--- config.mk ---
export PLATFORM = sky130hd
export DESIGN_NAME = fetch_prefetch_unit_flat
export DESIGN_NICKNAME = d
export VERILOG_FILES = /design/src/rtl/fetch_prefetch_unit_if.sv /design/src/rtl/fetch_prefetch_unit.sv /design/src/flat_wrapper.sv
export SDC_FILE = /design/constraint.sdc
export NUM_CORES = 1
export LEC_CHECK = 0
export CORE_AREA = 2 2 251 191
export DETAILED_ROUTE_END_ITERATION = 7
export DIE_AREA = 0 0 253 193
export PLACE_DENSITY = 0.68
export SETUP_SLACK_MARGIN = 0.02
export SLEW_MARGIN = 5
export SYNTH_ARGS = -nofsm -noshare
export SYNTH_HDL_FRONTEND = slang
export SYNTH_SLANG_ARGS = --single-unit
export TNS_END_PERCENT = 20
--- constraint.sdc ---
create_clock -name clk -period 3.9 [get_ports clk]
set_clock_uncertainty 0.05 [all_clocks]
set_input_delay 0.78 -clock clk [delete_from_list [all_inputs] [get_ports clk]]
set_output_delay 0.78 -clock clk [all_outputs]
set_load 0.02 [all_outputs]
--- src/rtl/fetch_prefetch_unit_if.sv ---
// Bus bundle for the fetch/prefetch unit: the instruction-memory request and
// response channels plus the {pc, instruction} handshake towards decode.
// The master modport is the fetch unit; the slave modport is its environment
// (memory on one side, decode on the other).
interface fetch_prefetch_unit_if #(
  parameter int AW = 32,
  parameter int IW = 32
);
  logic          imem_req_valid;
  logic          imem_req_ready;
  logic [AW-1:0] imem_req_addr;
  logic          imem_rsp_valid;
  logic [IW-1:0] imem_rsp_data;
  logic          out_valid;
  logic          out_ready;
  logic [AW-1:0] out_pc;
  logic [IW-1:0] out_instr;

  modport master (
    output imem_req_valid, imem_req_addr,
    input  imem_req_ready,
    input  imem_rsp_valid, imem_rsp_data,
    output out_valid, out_pc, out_instr,
    input  out_ready
  );

  modport slave (
    input  imem_req_valid, imem_req_addr,
    output imem_req_ready,
    output imem_rsp_valid, imem_rsp_data,
    input  out_valid, out_pc, out_instr,
    output out_ready
  );
endinterface

--- src/rtl/fetch_prefetch_unit.sv ---
// Fetch stage with a DEPTH-entry prefetch queue in front of decode.
// Requests go out to an in-order, arbitrary-latency instruction memory; the
// PC of every live request waits in a tag FIFO until its response arrives.
// A redirect flushes everything and turns the requests still in flight into
// responses that must be dropped (drop_cnt).
// Optional macro FETCH_PERF_EN adds perf_fetched / perf_stall / perf_redirect.
module fetch_prefetch_unit #(
  parameter int            AW       = 32,
  parameter int            IW       = 32,
  parameter int            DEPTH    = 4,
  parameter logic [AW-1:0] PC_STEP  = AW'(1),
  parameter logic [AW-1:0] RESET_PC = AW'(0)
) (
  input  logic                     clk,
  input  logic                     rst,
  fetch_prefetch_unit_if.master    bus,
  input  logic                     redirect_valid,
  input  logic [AW-1:0]            redirect_pc,
  input  logic                     halt,
  output logic [$clog2(DEPTH):0]   queue_count
`ifdef FETCH_PERF_EN
  ,
  output logic [31:0]              perf_fetched,
  output logic [31:0]              perf_stall,
  output logic [31:0]              perf_redirect
`endif
);

  localparam int PW = $clog2(DEPTH);
  localparam int CW = PW + 1;
  localparam int SW = CW + 1;
  // Stale responses can pile up across back-to-back redirects, so the drop
  // counter is much wider than the live-request counter.
  localparam int DW = 16;

  logic [AW-1:0] fetch_pc;

  logic [AW-1:0] tag_mem [DEPTH];
  logic [PW-1:0] tag_wr;
  logic [PW-1:0] tag_rd;

  logic [AW-1:0] q_pc    [DEPTH];
  logic [IW-1:0] q_instr [DEPTH];
  logic [PW-1:0] q_wr;
  logic [PW-1:0] q_rd;
  logic [CW-1:0] q_count;

  logic [CW-1:0] outstanding;
  logic [DW-1:0] drop_cnt;

  logic          credit_ok;
  logic          req_valid;
  logic          req_fire;
  logic          rsp_drop;
  logic          rsp_take;
  logic          out_valid;
  logic          out_fire;
  logic [DW-1:0] pending_all;
  logic [DW-1:0] redirect_drop;

  // Handshake decode; credit only looks at registered occupancy so a pop in
  // this cycle never buys an extra request.
  always_comb begin
    credit_ok     = ({1'b0, q_count} + {1'b0, outstanding}) < SW'(DEPTH);
    req_valid     = !rst && !halt && !redirect_valid && credit_ok;
    req_fire      = req_valid && bus.imem_req_ready;
    rsp_drop      = bus.imem_rsp_valid && (drop_cnt != '0);
    rsp_take      = bus.imem_rsp_valid && (drop_cnt == '0) && (outstanding != '0);
    out_valid     = (q_count != '0);
    out_fire      = out_valid && bus.out_ready;
    pending_all   = drop_cnt + DW'(outstanding);
    redirect_drop = (bus.imem_rsp_valid && (pending_all != '0)) ? pending_all - 1'b1
                                                                : pending_all;
  end

  // Control state: PC, FIFO pointers and counters, with redirect flushing all.
  always_ff @(posedge clk) begin
    if (rst) begin
      fetch_pc    <= RESET_PC;
      tag_wr      <= '0;
      tag_rd      <= '0;
      q_wr        <= '0;
      q_rd        <= '0;
      q_count     <= '0;
      outstanding <= '0;
      drop_cnt    <= '0;
    end else if (redirect_valid) begin
      fetch_pc    <= redirect_pc;
      tag_wr      <= '0;
      tag_rd      <= '0;
      q_wr        <= '0;
      q_rd        <= '0;
      q_count     <= '0;
      outstanding <= '0;
      drop_cnt    <= redirect_drop;
    end else begin
      if (req_fire) begin
        fetch_pc <= fetch_pc + PC_STEP;
        tag_wr   <= tag_wr + 1'b1;
      end
      if (rsp_take) begin
        tag_rd <= tag_rd + 1'b1;
        q_wr   <= q_wr + 1'b1;
      end
      if (rsp_drop) begin
        drop_cnt <= drop_cnt - 1'b1;
      end
      if (out_fire) begin
        q_rd <= q_rd + 1'b1;
      end
      q_count     <= q_count + CW'(rsp_take) - CW'(out_fire);
      outstanding <= outstanding + CW'(req_fire) - CW'(rsp_take);
    end
  end

  // Storage: tag of each issued request, then {tag, data} once it returns.
  always_ff @(posedge clk) begin
    if (!rst && !redirect_valid) begin
      if (req_fire) begin
        tag_mem[tag_wr] <= fetch_pc;
      end
      if (rsp_take) begin
        q_pc[q_wr]    <= tag_mem[tag_rd];
        q_instr[q_wr] <= bus.imem_rsp_data;
      end
    end
  end

`ifdef FETCH_PERF_EN
  // Free-running event counters, wrapping at 2^32.
  always_ff @(posedge clk) begin
    if (rst) begin
      perf_fetched  <= '0;
      perf_stall    <= '0;
      perf_redirect <= '0;
    end else begin
      if (out_fire) begin
        perf_fetched <= perf_fetched + 32'd1;
      end
      if (bus.out_ready && !out_valid) begin
        perf_stall <= perf_stall + 32'd1;
      end
      if (redirect_valid) begin
        perf_redirect <= perf_redirect + 32'd1;
      end
    end
  end
`endif

  assign bus.imem_req_valid = req_valid;
  assign bus.imem_req_addr  = fetch_pc;
  assign bus.out_valid      = out_valid;
  assign bus.out_pc         = q_pc[q_rd];
  assign bus.out_instr      = q_instr[q_rd];
  assign queue_count        = q_count;

endmodule

--- src/flat_wrapper.sv ---
// flat-port wrapper written by rule: the top's interface ports become plain ports
module fetch_prefetch_unit_flat 
#(
  parameter int            AW       = 32,
  parameter int            IW       = 32,
  parameter int            DEPTH    = 4,
  parameter logic [AW-1:0] PC_STEP  = AW'(1),
  parameter logic [AW-1:0] RESET_PC = AW'(0)
)
  (clk, rst, redirect_valid, redirect_pc, halt, queue_count, bus_imem_req_valid, bus_imem_req_addr, bus_imem_req_ready, bus_imem_rsp_valid, bus_imem_rsp_data, bus_out_valid, bus_out_pc, bus_out_instr, bus_out_ready);
  fetch_prefetch_unit_if #(.AW(AW), .IW(IW)) bus_i ();
  input  logic clk;
  input  logic rst;
  input  logic redirect_valid;
  input  logic [AW-1:0] redirect_pc;
  input  logic halt;
  output logic [$clog2(DEPTH):0] queue_count;
  output wire logic [$bits(bus_i.imem_req_valid)-1:0] bus_imem_req_valid;
  output wire logic [$bits(bus_i.imem_req_addr)-1:0] bus_imem_req_addr;
  input wire logic [$bits(bus_i.imem_req_ready)-1:0] bus_imem_req_ready;
  input wire logic [$bits(bus_i.imem_rsp_valid)-1:0] bus_imem_rsp_valid;
  input wire logic [$bits(bus_i.imem_rsp_data)-1:0] bus_imem_rsp_data;
  output wire logic [$bits(bus_i.out_valid)-1:0] bus_out_valid;
  output wire logic [$bits(bus_i.out_pc)-1:0] bus_out_pc;
  output wire logic [$bits(bus_i.out_instr)-1:0] bus_out_instr;
  input wire logic [$bits(bus_i.out_ready)-1:0] bus_out_ready;
  assign bus_imem_req_valid = bus_i.imem_req_valid;
  assign bus_imem_req_addr = bus_i.imem_req_addr;
  assign bus_i.imem_req_ready = bus_imem_req_ready;
  assign bus_i.imem_rsp_valid = bus_imem_rsp_valid;
  assign bus_i.imem_rsp_data = bus_imem_rsp_data;
  assign bus_out_valid = bus_i.out_valid;
  assign bus_out_pc = bus_i.out_pc;
  assign bus_out_instr = bus_i.out_instr;
  assign bus_i.out_ready = bus_out_ready;
  fetch_prefetch_unit #(.AW(AW), .IW(IW), .DEPTH(DEPTH), .PC_STEP(PC_STEP), .RESET_PC(RESET_PC)) u_core (.clk(clk), .rst(rst), .bus(bus_i), .redirect_valid(redirect_valid), .redirect_pc(redirect_pc), .halt(halt), .queue_count(queue_count));
endmodule
==> out/summary.txt, run 1 <==
Initial DRT Pass Iterations -> 7
Synthesized net count -> 1187
Die area -> 48800 um2
Maximum vdd ir drop -> 262 uV
Routed vias -> 10247
CP Buf/Inv Count -> 1
Tcrit/Tclk final -> 95.0%
YS warnings -> 0
Main combinational cell family by area after synthesis -> multiplexers
Critical Path Fanout Max -> 7
Die Wd -> 253 um
Final min period -> 3700 ps
CTS root buf -> clkbuf_16
Initial core utilization -> 39.3%
H-tree depth -> 2
Core Area -> 46600 um2
Relative slew margins -> 39.3%
# hold bufs at CTS -> 0
Multiplexer share of the synthesized area -> 12.6%
Max Fclk -> 270 MHz
Post-synth top area cell -> edfxtp_1
Slowest-stage cell, CP -> clkdlybuf4s50_1
Commonest cells in the netlist -> edfxtp_1, mux4_2, nor2_1, dfxtp_1, nand2_1
Area after DPL -> 21000 um2
Iter 0 DRT Violations -> 719
Post-Synth XOR/XNOR Area -> 1.67%
Place WS -> 277 ps
Library cells used by synthesis -> 74
Worst-path cell chain -> ha_1 -> or4_1 -> a311oi_4 -> clkdlybuf4s50_1
Hold/Removal Path Class -> reg -> reg
Post-route ant nets -> 0
Leak -> 0.00715 uW
Critical Path RT -> 3070 ps
Slew @ Worst Pin -> 910 ps
CTS Buf Count -> 44
Ant. Diodes -> 0
RSZ-0062 raised after global routing -> no
Most common flop cell mapped by yosys -> edfxtp_1
Sink Count -> 450
Pwr dens -> 464 nW/um2
I/O pins -> 172
Max-cap viol count -> 0
Fraction of final layout cells sized beyond drive strength 1 -> 17.1%
Critical path's top delay family -> buffers and inverters
Die height -> 193 um
Post-synthesis simple-gate area fraction -> 7.15%
Nets@finish -> 1381
CTS resizes -> 0
Wire per inst -> 21.0 um
Post-route cell area -> 22400 um2
Seq/Total Area, Yosys -> 70.2%
Gpl congestion -> 0.855
Post-route setup TNS -> 0 ps
Synth Area in Adders -> 1.76%
Post-Synthesis Cells -> 1092
CTS tree -> built
Area share of the leading cell type in the synthesized netlist -> 63.0%
Setup violators final -> 0
First-pass GRT wire length -> 61.8 mm
Rows -> 69
Count leader, synth -> edfxtp_1
Cells after DPL -> 1843
Largest cells by area after synthesis -> edfxtp_1, mux4_2, dfxtp_1, nor2_1, ha_1
CP peak stage delay -> 690 ps
CTS clk-pin slew, worst paths -> 60 ps
Via density -> 5.32
Deepest clock path buffer count -> 3
Vias in the first global route -> 10219
Fin Hold WS -> 451 ps
Slew Viols, Final -> 0
Setup crit end kind -> output port
Mapped cell area -> 18300 um2
Tot GR Track Use -> 16.7%
Post-DP HPWL -> 26.0 mm
Post-synthesis register bit count -> 450
P&R area growth vs syn -> 22.2%
Mapped Avg Cell Area -> 16.8 um2
Total wire length -> 40.4 mm
Number of antenna violations at the first check in global routing -> 0
Post-CTS setup buffer count -> 0
Final worst-path setup slack -> 197 ps
Non-Filler Instances -> 1925
WS Path Type -> reg -> out
Worst skew pair latency -> 560 ps
Fin. Hold Viols -> 0
Remaining Overflow, GRT -> 0
Largest net degree at the start of global routing -> 84
Critical path startpoint category -> flip-flop
DR DRC count -> 0
Arrival @ worst endpoint -> 2870 ps
Status -> finished, final reports clean
Asr flop ratio synth -> 0%
Post-synthesis compound-gate area fraction -> 4.96%
EDFF count, synth -> 384
Port bufs -> 171
[placed cells by master, fill, tap and decap left out, drive strengths merged, types with 3 or more instances in the layout]
cell           count
and3              21
or3                9
a31oi             13
and2               8
buf               33
nand2b             4
inv               24
mux4              96
nor2b              6
clkbuf            66
o21a               3
nand3             26
nor4b              3
a22oi              3
dfxtp             66
a211oi             9
ha                21
nor4               6
o31ai              3
nor3              20
o211ai             4
a21oi             42
o21ai             26
nand2             50
clkdlybuf4s50    169
fa                 3
nand4              7
edfxtp           384
clkinv            14
o22ai              3
a21o               3
xnor2             21
a221oi             9
xor2              14
mux2               5
nor2              91
mux2i              8
nor3b              3
[metrics by stage]
stage,power [uW],utilization [%]
finish,10400,48.0
global route,10800,48.0
CTS,10500,48.0
detailed placement,6370,45.0
global placement,6350,45.0
floorplan,6060,-
[worst min-delay path: stages, from the launching register on]
cell,delay [ps]
dfxtp_1,330
nand2_1,60
a21oi_1,50
[final timing paths]
kind / to / startpoint / cells past startpoint / slack [ps]
setup reg to reg: u_core.drop_cnt[4] / u_core.drop_cnt[0] / 12 / 320
hold / removal: u_core.tag_wr[1] / u_core.tag_wr[1] / 2 / 450
hold reg to reg: u_core.tag_wr[1] / u_core.tag_wr[1] / 2 / 450
setup / recovery: bus_imem_req_valid / u_core.outstanding[2] / 4 / 200
[cell families (layout without fill, tap and decap cells)]
| logic type | Yosys count | count (layout) |
|---|---|---|
| DFF | 450 | 450 |
| muxes | 109 | 109 |
| and+or+nand+nor | 263 | 263 |
| xor gates and xnor gates | 35 | 35 |
| AOI/OAI and AO/OA | 133 | 133 |
| adders and majority gates | 24 | 24 |
| buffers and inverters | 78 | 308 |
[metal layers]
layer  global-route usage (%)  share of wire [%]  wire, um
met5                        0                  0         0
met4                     3.41                1.3       521
met3                     3.91                7.0      2820
met2                     27.7                 48     19400
met1                     22.8                 44     17700
[where the power goes]
group / internal (uW) / switching (uW) / leakage [uW]
Sequential: 5270 / 134 / 0.00401
Combinational: 393 / 478 / 0.00245
Clock: 2360 / 1750 / 0.000690
Total: 8020 / 2360 / 0.00715
[flip-flops by register name (all words and copies together) (netlist names), named ones only]
register / count
u_core.bus.imem_req_addr: 32
u_core.tag_wr: 2
u_core.queue_count: 3
u_core.drop_cnt: 16
u_core.q_rd: 2
u_core.tag_mem: 128
u_core.q_pc: 128
u_core.outstanding: 3
u_core.q_instr: 128
u_core.tag_rd: 2
u_core.q_wr: 2
[cell type report]
type / instances / area, um2
fillers: 3975 / 24200
multi-input cells: 564 / 5170
repair buffers: 202 / 2080
flip-flops and latches: 450 / 12900
clock inverters: 16 / 170
clock buffers: 66 / 1240
well taps: 603 / 754
inverters: 24 / 90.1
No activity file was read; power rests on OpenSTA's default activity.
==> run 2: changes to the inputs <==
--- a/config.mk
+++ b/config.mk
@@ -5,10 +5,10 @@
 export SDC_FILE = /design/constraint.sdc
 export NUM_CORES = 1
 export LEC_CHECK = 0
-export CORE_AREA = 2 2 251 191
+export CORE_AREA = 2 2 236 180
 export DETAILED_ROUTE_END_ITERATION = 7
-export DIE_AREA = 0 0 253 193
-export PLACE_DENSITY = 0.68
+export DIE_AREA = 0 0 238 182
+export PLACE_DENSITY = 0.74
 export SETUP_SLACK_MARGIN = 0.02
 export SLEW_MARGIN = 5
 export SYNTH_ARGS = -nofsm -noshare
==> run 2 against run 1 <==
Worst hold slack improved by 6.6 ps. Sequential share of layout area rose by 0.41 points. Non-clock buffer count rose by 5. Design area fell by 0.71%. Critical path depth did not move.
==> out/summary.txt, run 2 (synthesis results as in run 1) <==
Status -> finished, final reports clean
Iter 0 DRT Violations -> 1028 (+43%)
Initial DRT Pass Iterations -> 5 (-2)
CP peak stage delay -> 680 ps (about the same)
CTS tree -> built
Fin Hold WS -> 458 ps (+6.57 ps)
Maximum vdd ir drop -> 325 uV (+24%)
CTS Buf Count -> 43 (-2.3%)
Rows -> 65 (-5.8%)
Max Fclk -> 276 MHz (+2.1%)
Remaining Overflow, GRT -> 0 (unchanged)
Fraction of final layout cells sized beyond drive strength 1 -> 17.0% (-0.063 points)
Gpl congestion -> 0.879 (+2.8%)
Setup crit end kind -> output port
Total Power -> 10200 uW (-2.1%)
Worst Setup SP -> u_core.outstanding[2]
R2R cell count -> 12 (unchanged)
Worst setup path endpoint -> bus_imem_req_valid
Final min period -> 3630 ps (-75.9 ps)
First-pass GRT wire length -> 61.0 mm (-1.3%)
Hold Startpoint -> u_core.tag_wr[1]
Cells after DPL -> 1781 (-3.4%)
CTS resizes -> 0 (unchanged)
# fillers -> 3244 (-18%)
Relative slew margins -> 40.8% (+1.4 points)
DR DRC count -> 0 (unchanged)
Max-cap viol count -> 0 (unchanged)
Hold/Removal Path Class -> reg -> reg
Post-route ant nets -> 0 (unchanged)
Area of the multi-input gates -> 5170 um2 (about the same)
Critical path startpoint category -> flip-flop
Leak -> 0.00713 uW (-0.30%)
Commonest non-fill, non-tap cell in the layout -> edfxtp_1
Sink Count -> 450 (unchanged)
Tot GR Track Use -> 18.5% (+1.8 points)
Slew @ Worst Pin -> 889 ps (-21.1 ps)
Worst skew pair latency -> 550 ps (about the same)
Deepest clock path buffer count -> 3 (unchanged)
Flop2flop setup slack -> 310 ps (about the same)
P&R area growth vs syn -> 21.4%
Reg-to-reg critical path endpoint -> u_core.drop_cnt[4]
Vias in the first global route -> 10388 (+1.7%)
Storage element area -> 12900 um2 (unchanged)
CTS root buf -> clkbuf_16
Critical Path Fanout Max -> 7 (unchanged)
Die area -> 43300 um2 (-11%)
Initial core utilization -> 44.3% (+5.0 points)
Number of antenna violations at the first check in global routing -> 1 (+1)
End-of-flow core utilization -> 53.8% (+5.8 points)
Total wire length -> 40.2 mm (-0.46%)
Non-Filler Instances -> 1857 (-3.5%)
Arrival @ worst endpoint -> 2800 ps (-70 ps)
Via density -> 5.60 (+5.2%)
H-tree depth -> 2 (unchanged)
Wire per inst -> 21.7 um (+3.2%)
Reg-to-reg critical path startpoint -> u_core.outstanding[0]
Largest net degree at the start of global routing -> 83 (-1.2%)
WS Path Type -> reg -> out
# hold bufs at CTS -> 0 (unchanged)
Die height -> 182 um (-5.7%)
Slew Viols, Final -> 0 (unchanged)
Port bufs -> 171 (unchanged)
Slowest-stage cell, CP -> clkdlybuf4s50_1
Post-CTS setup buffer count -> 0 (unchanged)
Nets@finish -> 1385 (+0.29%)
Setup violators final -> 0 (unchanged)
Routed vias -> 10402 (+1.5%)
Tcrit/Tclk final -> 93.0% (-1.9 points)
I/O pins -> 172 (unchanged)
RSZ-0062 raised after global routing -> no
Critical Path RT -> 3070 ps (about the same)
CTS clk-pin slew, worst paths -> 70 ps (about the same)
Pwr dens -> 457 nW/um2 (-1.4%)
Biggest regs -> u_core.q_instr (128), u_core.q_pc (128), u_core.tag_mem (128)
Post-route setup TNS -> 0 ps (unchanged)
Ant. Diodes -> 0 (unchanged)
Die Wd -> 238 um (-5.9%)
Post-DP HPWL -> 26.0 mm (-0.18%)
Core Area -> 41300 um2 (-11%)
Fin. Hold Viols -> 0 (unchanged)
Most frequent cells in the layout -> edfxtp_1, clkdlybuf4s50_1, mux4_2, nor2_1, dfxtp_1
Worst-path cell chain -> ha_1 -> or4_1 -> a311oi_4 -> clkdlybuf4s50_1
## run 2: changes by cell type in the layout (fill, tap and decap cells not counted), moves of 2 or more
| cell | delta |
|---|---|
| and3_2 | -4 |
| clkinv_2 | +2 |
| clkbuf_8 | -3 |
| buf_4 | +4 |
| clkinv_1 | +8 |
| and3_1 | +4 |
| clkbuf_1 | -11 |
| clkbuf_16 | -2 |
## run 2: how the worst min path moves through the flow
stage | to | depth (start not counted)
2_1_floorplan | u_core.tag_wr[1] | 2
3_3_place_gp | u_core.tag_wr[1] | 2
3_5_place_dp | u_core.tag_wr[1] | 2
4_1_cts | u_core.tag_wr[1] | 2
5_1_grt | u_core.tag_wr[1] | 2
6_report | u_core.tag_wr[1] | 2
## run 2: where the power goes
| group | switching [uW] | leakage, uW | internal, uW |
|---|---|---|---|
| Clock | 1700 | 0.000638 | 2170 |
| Combinational | 487 | 0.00248 | 398 |
| Sequential | 136 | 0.00401 | 5270 |
| Total | 2320 | 0.00713 | 7840 |
## run 2: through the flow
step	cell area [um2]	worst slack (ps)
2_1_floorplan	18300	59.7
3_3_place_gp	20900	324
3_5_place_dp	20900	299
4_1_cts	22200	267
5_1_grt	22200	58.1
6_report	22200	273
## run 2: cell type report
cell class                      count  area share, %
Inverter                           24          0.405
Multi-Input combinational cell    564           23.3
Clock inverter                     26          0.811
Sequential cell                   450           57.9
Tap cell                          536           3.02
Clock buffer                       50           5.01
Timing Repair Buffer              207           9.61
## run 2: routing by layer
| metal | wire length, um | share of wire, % | vias up | GRT usage [%] |
|---|---|---|---|---|
| met5 | 13 | 0.032 | - | 0 |
| met4 | 959 | 2.4 | 2 | 5.00 |
| met3 | 2930 | 7.3 | 63 | 4.55 |
| met2 | 19700 | 49 | 345 | 31.0 |
| met1 | 16700 | 41 | 5276 | 24.3 |
| li1 | - | - | 4716 | - |
## run 2: critical path: cells and delay by family (launching register included)
family,cells,cell delay [ps]
flip-flops,1,430
AO/OA/AOI/OAI,1,350
buffers and inverters,1,680
adder cells (fa/ha/maj),1,270
AND/OR/NAND/NOR,1,520
==> run 3: changes to the inputs <==
--- a/config.mk
+++ b/config.mk
@@ -10,7 +10,7 @@
 export DIE_AREA = 0 0 238 182
 export PLACE_DENSITY = 0.74
 export SETUP_SLACK_MARGIN = 0.02
-export SLEW_MARGIN = 5
+export SLEW_MARGIN = 20
 export SYNTH_ARGS = -nofsm -noshare
 export SYNTH_HDL_FRONTEND = slang
 export SYNTH_SLANG_ARGS = --single-unit
==> results of run 3 <==
Same layout as run 2: the final DEF is identical, and so are final timing and power.
